### src/rtl/w5300_tx_sched.sv
// Round-robin scheduler that shares the single w5300_entry TX path between
// two requesters. It latches the winner's destination and size, issues a
// one-cycle tx_req, follows the busy_n handshake and returns a done or fail
// pulse to the winner. After each transfer it enforces a fixed idle gap.
module w5300_tx_sched #(
  parameter int CLK_FREQ   = 100,  // MHz
  parameter int TIMEOUT_MS = 10,
  parameter int ACK_CYCLES = 16,
  parameter int GAP_CYCLES = 4
) (
  input  logic        clk,
  input  logic        rst_n,
  input  logic        req_0,
  input  logic        req_1,
  input  logic [31:0] ip_0,
  input  logic [31:0] ip_1,
  input  logic [15:0] port_0,
  input  logic [15:0] port_1,
  input  logic [31:0] size_0,
  input  logic [31:0] size_1,
  input  logic        busy_n,
  input  logic [2:0]  err_code,
  output logic        tx_req,
  output logic [31:0] dest_ip,
  output logic [15:0] dest_port,
  output logic [31:0] tx_data_size,
  output logic        buf_sel,
  output logic        grant_0,
  output logic        grant_1,
  output logic        done_0,
  output logic        done_1,
  output logic        fail_0,
  output logic        fail_1,
  output logic [2:0]  last_err
);

  localparam logic [2:0] S_IDLE      = 3'd0;
  localparam logic [2:0] S_LOAD      = 3'd1;
  localparam logic [2:0] S_REQ       = 3'd2;
  localparam logic [2:0] S_WAIT_ACK  = 3'd3;
  localparam logic [2:0] S_WAIT_DONE = 3'd4;
  localparam logic [2:0] S_FINISH    = 3'd5;
  localparam logic [2:0] S_GAP       = 3'd6;

  // Terminal counter values; the counter is shared by WAIT_ACK, WAIT_DONE
  // and GAP since those phases never overlap.
  localparam logic [31:0] XFER_LAST = 32'(CLK_FREQ * 1000 * TIMEOUT_MS - 1);
  localparam logic [31:0] ACK_LAST  = 32'(ACK_CYCLES - 1);
  localparam logic [31:0] GAP_LAST  = 32'((GAP_CYCLES > 0) ? GAP_CYCLES - 1 : 0);

  // Failure codes reported on last_err by the scheduler itself.
  localparam logic [2:0] ERR_ZERO_SIZE = 3'b111;
  localparam logic [2:0] ERR_ACK_TO    = 3'b110;
  localparam logic [2:0] ERR_XFER_TO   = 3'b101;

  logic [2:0]  state;
  logic [31:0] cnt;
  logic        last_served;  // requester granted most recently
  logic        sel;          // requester owning the current transfer
  logic        pick;
  logic [31:0] sel_size;
  logic        fin_go;
  logic        fin_fail;
  logic [2:0]  fin_code;

  // Arbitration choice and the decision to end the current transfer.
  always_comb begin
    // NOTE: every signal driven here gets a default first, so no path through
    // the case statement can leave a value held and infer a latch.
    pick     = req_1;
    sel_size = sel ? size_1 : size_0;
    fin_go   = 1'b0;
    fin_fail = 1'b0;
    fin_code = 3'b000;

    if (req_0 && req_1) begin
      pick = ~last_served;
    end

    case (state)
      S_LOAD: begin
        // A zero-byte payload never reaches w5300_entry.
        if (sel_size == '0) begin
          fin_go   = 1'b1;
          fin_fail = 1'b1;
          fin_code = ERR_ZERO_SIZE;
        end
      end
      S_WAIT_ACK: begin
        if (busy_n && (cnt >= ACK_LAST)) begin
          fin_go   = 1'b1;
          fin_fail = 1'b1;
          fin_code = ERR_ACK_TO;
        end
      end
      S_WAIT_DONE: begin
        // A busy_n rise on the timeout cycle still counts as completion.
        if (busy_n) begin
          fin_go   = 1'b1;
          fin_fail = (err_code != 3'b000);
          fin_code = err_code;
        end else if (cnt >= XFER_LAST) begin
          fin_go   = 1'b1;
          fin_fail = 1'b1;
          fin_code = ERR_XFER_TO;
        end
      end
      default: ;
    endcase
  end

  // Transfer sequencer: grant, load, request, handshake, result, gap.
  always_ff @(posedge clk or negedge rst_n) begin
    if (!rst_n) begin
      state        <= S_IDLE;
      cnt          <= '0;
      last_served  <= 1'b1;
      sel          <= 1'b0;
      tx_req       <= 1'b0;
      dest_ip      <= '0;
      dest_port    <= '0;
      tx_data_size <= '0;
      buf_sel      <= 1'b0;
      grant_0      <= 1'b0;
      grant_1      <= 1'b0;
      done_0       <= 1'b0;
      done_1       <= 1'b0;
      fail_0       <= 1'b0;
      fail_1       <= 1'b0;
      last_err     <= '0;
    end else begin
      // NOTE: state is updated with non-blocking assignments so every branch
      // below reads the values from before this clock edge.
      tx_req <= 1'b0;
      done_0 <= 1'b0;
      done_1 <= 1'b0;
      fail_0 <= 1'b0;
      fail_1 <= 1'b0;

      if (fin_go) begin
        state  <= S_FINISH;
        done_0 <= !fin_fail && !sel;
        done_1 <= !fin_fail && sel;
        fail_0 <= fin_fail && !sel;
        fail_1 <= fin_fail && sel;
        if (fin_fail) begin
          last_err <= fin_code;
        end
      end

      case (state)
        S_IDLE: begin
          if (req_0 || req_1) begin
            sel     <= pick;
            grant_0 <= !pick;
            grant_1 <= pick;
            state   <= S_LOAD;
          end
        end
        S_LOAD: begin
          dest_ip      <= sel ? ip_1 : ip_0;
          dest_port    <= sel ? port_1 : port_0;
          tx_data_size <= sel_size;
          buf_sel      <= sel;
          cnt          <= '0;
          if (!fin_go) begin
            tx_req <= 1'b1;
            state  <= S_REQ;
          end
        end
        S_REQ: begin
          // The REQ cycle itself counts towards the acknowledge budget.
          cnt   <= 32'd1;
          state <= S_WAIT_ACK;
        end
        S_WAIT_ACK: begin
          if (!busy_n) begin
            cnt   <= '0;
            state <= S_WAIT_DONE;
          end else if (!fin_go) begin
            cnt <= cnt + 32'd1;
          end
        end
        S_WAIT_DONE: begin
          if (!fin_go) begin
            cnt <= cnt + 32'd1;
          end
        end
        S_FINISH: begin
          last_served <= sel;
          grant_0     <= 1'b0;
          grant_1     <= 1'b0;
          cnt         <= '0;
          state       <= (GAP_CYCLES == 0) ? S_IDLE : S_GAP;
        end
        S_GAP: begin
          if (cnt >= GAP_LAST) begin
            cnt   <= '0;
            state <= S_IDLE;
          end else begin
            cnt <= cnt + 32'd1;
          end
        end
        default: state <= S_IDLE;
      endcase
    end
  end

endmodule

### config.mk
export PLATFORM = sky130hd
export DESIGN_NAME = w5300_tx_sched
export DESIGN_NICKNAME = d
export VERILOG_FILES = /design/src/rtl/w5300_tx_sched.sv
export SDC_FILE = /design/constraint.sdc
export NUM_CORES = 1
export LEC_CHECK = 0
export CAP_MARGIN = 20
export CORE_UTILIZATION = 39
export DETAILED_ROUTE_END_ITERATION = 10
export MAX_ROUTING_LAYER = met4
export PLACE_DENSITY = 0.77
export SYNTH_ARGS = -nofsm -noshare
export SYNTH_HDL_FRONTEND = slang
export SYNTH_SLANG_ARGS = --single-unit
### constraint.sdc
create_clock -name clk -period 2.1 [get_ports clk]
set_input_delay 0.315 -clock clk [delete_from_list [all_inputs] [get_ports clk]]
set_output_delay 0.315 -clock clk [all_outputs]
set_load 0.02 [all_outputs]
Word-level counts from Yosys, hierarchy flattened
Cells that the tools add are included.

Flip-flop bits (word level): 128. Output and inout bits: 91. Word-level logic and storage cells: 83.

$add $sub $neg: 1. $lt $le $gt $ge: 3. Eq/ne operators: 7. Muxes and demuxes: 36. Bitwise logic cells: 1. Reduce and logical (&&, ||, !) cells: 19.

Operators with widths (count): $mux W32 (5); $pmux W32 S5 (1); $add A32 B1 Y32 const B (1); $ge A32 B2 Y1 const B (1); $ge A32 B20 Y1 const B (1); $ge A32 B4 Y1 const B (1); $logic_not A32 Y1 (1); $mux W3 (9); $pmux W3 S7 (1); $mux W16 (1); $mux W1 (14); $eq A3 B3 Y1 const B (3); $pmux W3 S3 (1); $eq A3 B2 Y1 const B (2); $logic_and A1 B1 Y1 (6); $pmux W1 S3 (2); $reduce_and A2 Y1 (3); $reduce_bool A5 Y1 (1); $pmux W1 S2 (2); $eq A3 B1 Y1 const B (1); $logic_not A1 Y1 (3); $logic_not A3 Y1 (1); $reduce_bool A3 Y1 (1); $ne A2 B2 Y1 const B (1); other kinds (4) (4).

Longest topological paths before layout
Gate-level depths: netlist of run 1.

Depth in word-level cells: 7. Mapped depth: 9. Gate-level depth less buffers: 8.

Least setup slack after synthesis of run 1
OpenSTA, ideal clock, no wires.

Path type: reg2reg. Start point: register cnt[12]. End point: register cnt[17]. Arrival: 2.038 ns. Data required time: 1.974 ns. Path slack: -0.064 ns. Stages on the path, launching flop included: 8. Cell sequence: dfrtp_1 -> nor4_2 -> nand2_1 -> nor4_4 -> a2bb2oi_4 -> and4_1 -> nor3_1 -> a221o_1.

Cells in the longest elaborated chain, start to end: 7. Elaborated cells on any way between the ends: 13.

RTL lines: from (decl) (RTL line 57) `logic [31:0] cnt;`; from (signal assigned) (RTL line 181) `cnt <= cnt + 32'd1;`; from (signal assigned) (RTL line 186) `cnt <= cnt + 32'd1;`; from (signal assigned) (RTL line 201) `cnt <= cnt + 32'd1;`; $ge A32 B20 Y1 or $ge A32 B4 Y1 (tied branches) (RTL line 102, 90); $mux W1 or $logic_and A1 B1 Y1 (tied branches) (RTL line 102, 90); $mux W1 (on tied branches) (RTL line 98, 90); $pmux W1 S3 (RTL line 80) `case (state)`; $mux W32 (RTL line 180, 185); $mux W32 (RTL line 177) `if (!busy_n) begin`; $pmux W32 S5 * (RTL line 151) `case (state)`.

Every way passes the cells marked *; elsewhere a longest branch is shown, timed or not. A chain may end at the register's enable or synchronous reset.

Worst setup path in the final report of run 1
Start point: register cnt[26]. End point: register cnt[17].

Cells in the longest elaborated chain, start to end: 7. Elaborated cells on any way between the ends: 12.

RTL lines (RTL line): $ge A32 B20 Y1 or $ge A32 B4 Y1 (tied branches) (102, 90); $mux W1 or $logic_and A1 B1 Y1 (tied branches) (102, 90); $mux W1 (on tied branches) (98, 90); $pmux W1 S3 (80); $mux W32 (2 in a row); $pmux W32 S5 * (151).

Marks and branches as above.

==> results.py, run 1 <==
metrics = {
    "grt": {
        "largest_net_degree_at_the_start_of_global_routing": 99,
        "globalRouteOverflowTotal": 0,
        "grtUsageTotal": 0.269,
        "grtUsageMet2": 0.457,
        "gr-usage-met1": 0.311,
        "grt-busiest-layer": "met2",
        "global_route_wire_length_before_repair_um": 32600,
        "grt_use_met3": 0.0603,
        "grt_pass1_vias": 6295,
        "antenna_found_initial": 0,
    },
    "outcome": {
        "status": "finished, violations left",
        "failed_checks": "negative setup slack",
    },
    "placed_design": {
        "hpwlAfterDp_um": 15800,
        "numPortBuffers": 258,
        "place.gp.congestion": 0.926,
    },
    "timing": {
        "worst_relative_slew_slack": 0.566,
        "rsz0062_at_grt": "yes",
        "final-setup-viol-count": 34,
        "worst_slew_pin_slew_ns": 0.646,
        "fin_skew_ns": 0.00553,
        "hold_viol": 0,
        "final_min_period_over_clock_period": 1.15,
        "fin_setup_tns_ns": -6.97,
        "report.final.slew_viol_count": 0,
        "fin_ws_ns": -0.325,
        "highest_clock_rate_mhz": 412,
        "layout_min_cycle_time_ns": 2.42,
    },
    "cells_and_area": {
        "area_growth_syn_to_layout_pct": 71.0,
        "layout-drive-gt1-share": 0.192,
        "multi_input_area_um2": 3280,
        "total_inserted_antenna_cells": 0,
        "number_of_fill_cells": 1202,
        "regArea_um2": 3210,
        "post_layout_net_count": 1160,
    },
    "detailed_routing": {
        "drt_first_pass_iters": 5,
        "routed_wl_um": 21700,
        "routedWlPerCell_um": 17.8,
        "antenna_violating_nets_post_route": 0,
        "vias_after_detailed_routing": 6336,
        "detail_route.drc_violations": 0,
        "detailedRoute.firstIterationViolations": 331,
        "via_per_inst": 5.19,
    },
    "setup_path": {
        "critical_path.endpoint_type": "register",
        "crit_path_required_time_ns": 2.40,
        "worst-setup-path-type": "reg2reg",
        "cp_max_fo": 5,
        "critPathArrivalTime_ns": 2.72,
        "worstSetupStartpointType": "register",
    },
    "synthesis": {
        "synth.cell_area_um2": 6300,
        "multiplexer_share_of_the_synthesized_area": 0.129,
        "asyncSetResetFlopFracSynth": 1.00,
        "synth_adder_area_share": 0.00199,
        "synth_compound_area_frac": 0.153,
        "ys_dominant_reg_cell": "dfrtp_1",
        "synthDistinctLibCells": 58,
        "synth_area_in_simple_gates": 0.183,
        "post_synth_xor_area_fraction": 0,
        "main_combinational_cell_family_by_area_after_synthesis": "simple AND/OR/NAND/NOR gates",
        "synth_enable_flop_cells": 0,
        "synth-seq-area-share": 0.509,
        "ys_ff_latch": 128,
        "syn_avg_cell_area_um2": 9.69,
        "postSynthNetCount": 819,
        "post_synth_inst_count": 650,
        "number_of_warning_messages_in_the_yosys_log": 0,
    },
    "die": {
        "die_width_um": 129,
        "die_height_um": 129,
        "ioPinCount": 259,
        "initial_utilization": 0.398,
        "std_cell_rows": 46,
        "die_ar_um2": 16700,
        "core_um2": 15800,
    },
    "hold_path": {
        "worstHoldPathType": "in2async",
    },
    "pwr": {
        "power.static_leakage_nw": 4.63,
        "power_per_cell_area_nw_per_um2": 1340,
        "power.total_mw": 14.4,
        "maximum_vdd_drop_uv": 829,
    },
    "clock_tree": {
        "path_clk_slew_ns": 0.06,
        "cts_tree": "yes",
        "htree_num_levels": 4,
        "ctsRootBufferMaster": "clkbuf_16",
        "numClockSinks": 128,
        "clock_latency_ns": 0.42,
        "tritoncts_buffers": 17,
        "cts_max_path_buffers": 2,
    },
    "flow_run": {
        "cap_violations": 0,
    },
}
## cell usage after synthesis (4+ instances only)
cell type  number  share of area
and2_1          8         0.0079
or3_1           4         0.0040
nor2_1        117          0.070
nor3_1          8         0.0064
buf_2           4         0.0032
nor2b_1        12          0.012
a21oi_1        99          0.079
dfrtp_1       127           0.50
clkbuf_1       29          0.017
nand4_1         5         0.0050
nor4_1         19          0.019
nand2_1        30          0.018
a31oi_1         9         0.0089
mux2i_1        81           0.13
o21ai_0        20          0.016
nand3_1        17          0.014
inv_1           5         0.0030
## per-stage QoR
step           instance area, um^2  hold WS [ns]   util  worst slack, ns  instances
6_report                     10800         0.342  0.680           -0.325       1220
3_3_place_gp                  9750         0.240  0.616           -0.541       1178
5_1_grt                      10800         0.390  0.680           -0.411       1220
2_1_floorplan                 6340        0.0194      -          -0.0102        650
4_1_cts                      10600         0.349  0.669           -0.231       1215
3_5_place_dp                  9750         0.240  0.616           -0.587       1178
## registers in the layout, summed over array words and instances, names as in the netlist, 3 cells and up
register / flops
cnt: 32
dest_port: 16
last_err: 3
state: 3
dest_ip: 32
tx_data_size: 32
## logic make-up (layout without fill, tap and decap cells)
family	count (synthesis)	in the layout
multiplexers	81	81
buffers and inverters	39	393
AO/OA/AOI/OAI	161	161
adder cells (fa/ha/maj)	1	1
flip-flops	128	128
AND/OR/NAND/NOR	240	240
## area by class of cell
type	count	area share
Timing Repair Buffer	356	0.315
Multi-Input combinational cell	483	0.305
Sequential cell	128	0.298
Clock buffer	21	0.0437
Tap cell	216	0.0251
Clock inverter	11	0.0121
Inverter	5	0.00174
## where the power goes
group	internal [mW]	switching, mW
Sequential	3.39	0.533
Clock	1.85	1.12
Combinational	3.48	4.07
## worst paths after layout
path | to | slack (ns) | from | cells past startpoint
max | cnt[17] | -0.32 | cnt[26] | 7
min | cnt[14] | 0.34 | rst_n | 2
max reg2reg | cnt[17] | -0.32 | cnt[26] | 7
min reg2reg | buf_sel | 0.50 | buf_sel | 2
max in group asynchronous | tx_data_size[0] | 1.02 | rst_n | 3
min in group clk | buf_sel | 0.50 | buf_sel | 2
## critical path: stages (launching register included)
cell and delay (ns):
dfrtp_1 0.40, nor4_4 0.40, nand4_1 0.20, a311o_2 0.46, a2bb2oi_4 0.22, and4_1 0.25
nor3_1 0.06, a221o_1 0.31
## cells in the final DEF, fill, tap and decap left out, types with 4 or more instances in the layout
master | Yosys | final
a21oi_1 | 99 | 90
a21oi_2 | 1 | 10
a31oi_1 | 9 | 7
and2_1 | 8 | 4
and2_4 | 0 | 4
buf_4 | 1 | 83
buf_6 | 0 | 13
clkbuf_16 | 0 | 17
clkdlybuf4s50_1 | 0 | 257
dfrtp_1 | 127 | 126
inv_1 | 5 | 5
mux2i_1 | 81 | 81
nand2_1 | 30 | 28
nand3_1 | 17 | 15
nand4_1 | 5 | 5
nor2_1 | 117 | 113
nor2_2 | 1 | 4
nor2b_1 | 12 | 12
nor3_1 | 8 | 8
nor4_1 | 19 | 11
nor4_4 | 1 | 7
o21ai_0 | 20 | 9
o21ai_1 | 2 | 9
## routing by layer
| layer | wire [um] | vias to the layer above |
|---|---|---|
| met5 | 0 | - |
| met1 | 8790 | 2987 |
| li1 | - | 3032 |
| met4 | 646 | 0 |
| met2 | 10700 | 273 |
| met3 | 1580 | 44 |
## timing repair
action / in CTS / in global routing
hold buffers: 1 / 0
pin swaps: 18 / 18
setup buffers: 4 / 6
resized for setup: 45 / 33
setup endpoints to repair: 35 / 34
endpoints found under the hold margin: 19 / 0
Power figures use the tool's default switching activity.
==> run 2, diff against run 1 <==
--- a/config.mk
+++ b/config.mk
@@ -5,7 +5,6 @@
 export SDC_FILE = /design/constraint.sdc
 export NUM_CORES = 1
 export LEC_CHECK = 0
-export CAP_MARGIN = 20
 export CORE_UTILIZATION = 39
 export DETAILED_ROUTE_END_ITERATION = 10
 export MAX_ROUTING_LAYER = met4
==> results of run 2 <==
Final layout, timing and power as in run 1 (identical DEF).
==> run 3, diff against run 2 <==
--- a/config.mk
+++ b/config.mk
@@ -5,7 +5,8 @@
 export SDC_FILE = /design/constraint.sdc
 export NUM_CORES = 1
 export LEC_CHECK = 0
-export CORE_UTILIZATION = 39
+export ABC_AREA = 1
+export CORE_UTILIZATION = 40
 export DETAILED_ROUTE_END_ITERATION = 10
 export MAX_ROUTING_LAYER = met4
 export PLACE_DENSITY = 0.77
==> run 3 against run 2 <==
Compared with the run above:
- the run now ends clean
- clock-buffer cell count grew 1
- sequential power grew 5.1%
- combinational power grew 17%
- power grew 9.9%
- critical path depth grew 5
- clock skew grew 0.00087 ns
- sequential cell count is the same
- worst setup slack gained 0.37 ns
- hold slack gained 0.048 ns
- fmax grew 18%
- critical path type unchanged
- largest cell class is now multi-input combinational cells
- largest power group unchanged
==> results.py, run 3 <==
metrics = {
    "setup_path": {
        "worst-setup-path-type": "reg2reg",
        "crit_path_top_delay_cell": "dfrtp_2",
        "critical_path.endpoint_type": "register",
        "crit_path_frequent_cell": "nand2_1",
        "critPathArrivalTime_ns": 2.36,
        "worstSetupStartpointType": "register",
        "critical_path.max_stage_delay_ns": 0.44,
        "cp_max_fo": 20,
        "worstSetupPathDepth": 12,
        "cp.buffers_inverters": 3,
        "crit_path_required_time_ns": 2.40,
        "rr_worst_depth": 12,
        "worstPathCellList": "inv_4, bufbuf_16, nand2_1, nand2_1, nor2_1, nand3_2, nor2_4, nand3_4, nand3_4, buf_8, o21ai_0, nand2_1",
        "critPathTopFamily": "simple AND/OR/NAND/NOR gates",
    },
    "timing": {
        "final_min_period_over_clock_period": 0.978,
        "report.final.slew_viol_count": 0,
        "highest_clock_rate_mhz": 487,
        "final-setup-viol-count": 0,
        "layout_min_cycle_time_ns": 2.05,
        "fin_skew_ns": 0.00640,
        "worst_relative_slew_slack": 0.608,
        "hold_viol": 0,
        "rsz0062_at_grt": "yes",
        "worst_slew_pin_slew_ns": 0.589,
    },
    "placed_design": {
        "hpwlAfterDp_um": 17400,
        "place.gp.congestion": 0.962,
        "numPlacedInstances": 1445,
        "numPortBuffers": 258,
    },
    "grt": {
        "global_route_wire_length_before_repair_um": 38200,
        "antenna_found_initial": 0,
        "largest_net_degree_at_the_start_of_global_routing": 143,
        "grt_pass1_vias": 7251,
        "globalRouteOverflowTotal": 0,
        "grtUsageTotal": 0.288,
    },
    "cells_and_area": {
        "number_of_fill_cells": 1390,
        "post_layout_net_count": 1421,
        "total_inserted_antenna_cells": 0,
        "mostFrequentLayoutCell": "nand2_1",
        "layout_top_registers": "cnt (32), dest_ip (32), tx_data_size (32)",
        "final-instance-count-excl-fill": 1485,
        "most_frequent_cells_in_the_layout": "nand2_1 (337), clkdlybuf4s50_1 (257), nor2_1 (147)",
        "fin_util": 0.653,
        "area_growth_syn_to_layout_pct": 58.9,
        "layout-drive-gt1-share": 0.116,
    },
    "pwr": {
        "comb_power_share": 0.556,
        "internal_power_mw": 9.05,
        "pwr-share-clk": 0.184,
        "power.total_mw": 15.9,
        "power.static_leakage_nw": 5.23,
        "power.share.sequential": 0.259,
        "sw_share": 0.430,
        "power_per_cell_area_nw_per_um2": 1460,
        "power.switching_mw": 6.82,
        "maximum_vdd_drop_uv": 838,
    },
    "die": {
        "die_width_um": 133,
        "die_ar_um2": 17600,
        "initial_utilization": 0.411,
        "core_um2": 16600,
        "ioPinCount": 259,
        "die_height_um": 133,
        "std_cell_rows": 47,
    },
    "synthesis": {
        "synthDistinctLibCells": 35,
        "asyncSetResetFlopFracSynth": 1.00,
        "post_synth_most_frequent_cells": "nand2_1 (347), nor2_1 (155), dfrtp_1 (127)",
        "yosysMostFrequentCell": "nand2_1",
        "syn_avg_cell_area_um2": 7.25,
        "postSynthNetCount": 1112,
        "ys_ff_latch": 128,
        "synth_enable_flop_cells": 0,
        "post_synth_inst_count": 943,
        "synth_top_area_frac": 0.465,
        "post-synth-top-area-cell": "dfrtp_1",
        "synth-seq-area-share": 0.469,
        "ys_dominant_reg_cell": "dfrtp_1",
        "synth.cell_area_um2": 6840,
        "number_of_warning_messages_in_the_yosys_log": 0,
        "synth_area_leaders": "dfrtp_1 (46%), nand2_1 (19%), nor2_1 (8.5%), o31ai_1 (5.3%), inv_1 (3.8%)",
    },
    "detailed_routing": {
        "via_per_inst": 5.01,
        "routed_wl_um": 23800,
        "routedWlPerCell_um": 16.0,
        "vias_after_detailed_routing": 7442,
        "detailedRoute.firstIterationViolations": 438,
        "antenna_violating_nets_post_route": 0,
        "detail_route.drc_violations": 0,
        "drt_first_pass_iters": 5,
    },
    "clock_tree": {
        "ctsRootBufferMaster": "clkbuf_16",
        "path_clk_slew_ns": 0.06,
        "tritoncts_buffers": 17,
        "cts_max_path_buffers": 2,
        "htree_num_levels": 4,
        "cts_tree": "yes",
        "numClockSinks": 128,
        "clock_latency_ns": 0.42,
    },
    "outcome": {
        "status": "finished clean",
    },
    "flow_run": {
        "cap_violations": 0,
    },
    "hold_path": {
        "worstHoldPathType": "in2async",
    },
}
-- run 3: cell count changes in the layout (fill, tap and decap cells not counted), sizes merged, moves of 14 or more --
cell / previous run / this run
mux2i: 81 / 0
o31ai: 2 / 48
nor4: 21 / 7
inv: 7 / 72
buf: 98 / 75
nand3: 17 / 45
a21oi: 100 / 7
nand2: 31 / 349
nor2: 118 / 156
-- run 3: timing repair --
action                                  4_1_cts  5_1_grt
setup buffers                                 2        3
pin swaps                                     2        4
endpoints found under the setup margin       27       34
hold endpoints to repair                     44        0
cloned                                        1        1
gates resized for setup                       8       34
hold buffers                                  1        0
-- run 3: final cells by class --
cell class,count,area [um^2],share of cell area
clock buffers,22,474,0.0437
well taps,220,275,0.0253
inverters,73,282,0.0259
repair buffers,334,3250,0.300
flip-flops and latches,128,3210,0.295
clock inverters,10,110,0.0101
multi-input cells,698,3260,0.300
-- run 3: final timing paths --
check	startpoint	end	slack [ns]
worst max-delay path	sel	state[2]	0.05
worst min-delay path	rst_n	tx_data_size[20]	0.39
worst max register to register	sel	state[2]	0.05
worst min register to register	tx_data_size[10]	tx_data_size[10]	0.47
max in group asynchronous	rst_n	dest_ip[8]	1.06
min in group clk	tx_data_size[10]	tx_data_size[10]	0.47
-- run 3: logic make-up (layout without fill, tap and decap cells) --
| kind of cell | count (synthesis) | in the layout | synth area share |
|---|---|---|---|
| AO/OA/AOI/OAI | 98 | 98 | 0.0957 |
| XOR/XNOR | 13 | 13 | 0.0167 |
| adder cells (fa/ha/maj) | 1 | 1 | 0.00183 |
| buffers and inverters | 117 | 439 | 0.0729 |
| flip-flops | 128 | 128 | 0.469 |
| AND/OR/NAND/NOR | 586 | 586 | 0.344 |
-- run 3: stage by stage --
step / hold slack [ns] / setup TNS [ns] / instance area, um^2 / setup slack (ns)
6_report: 0.390 / 0 / 10900 / 0.0466
5_1_grt: 0.434 / -0.935 / 10900 / -0.0788
4_1_cts: 0.409 / 0 / 10700 / 0.00515
3_5_place_dp: 0.283 / -1.25 / 10100 / -0.0857
3_3_place_gp: 0.277 / -0.316 / 10100 / -0.0287
2_1_floorplan: 0.0194 / 0 / 6840 / 0.325
-- run 3: worst register-to-register path: stages, from the launching register on --
cell and delay, ns:
dfrtp_2 0.44, inv_4 0.10, bufbuf_16 0.31, nand2_1 0.06, nand2_1 0.10, nor2_1 0.07
nand3_2 0.07, nor2_4 0.05, nand3_4 0.12, nand3_4 0.14, buf_8 0.18, o21ai_0 0.21
nand2_1 0.08
-- run 3: power groups by stage --
stage               sequential [mW]  combinational (mW)  clock [mW]
floorplan                      5.10                3.58           0
CTS                            4.10                8.66        2.97
global route                   4.23                9.59        3.09
detailed placement             4.12                8.45           0
finish                         4.12                8.83        2.93
global placement               4.08                8.35           0
-- run 3: per-layer routing --
metal  routed length [um]  vias to the layer above  share of wire  global-route usage
met4                  823                        0          0.035               0.119
li1                     -                     3625              -                   -
met1                10000                     3491           0.42               0.351
met2                11100                      263           0.47               0.451
met3                 1810                       63          0.076              0.0762
met5                    0                        -              0                   -
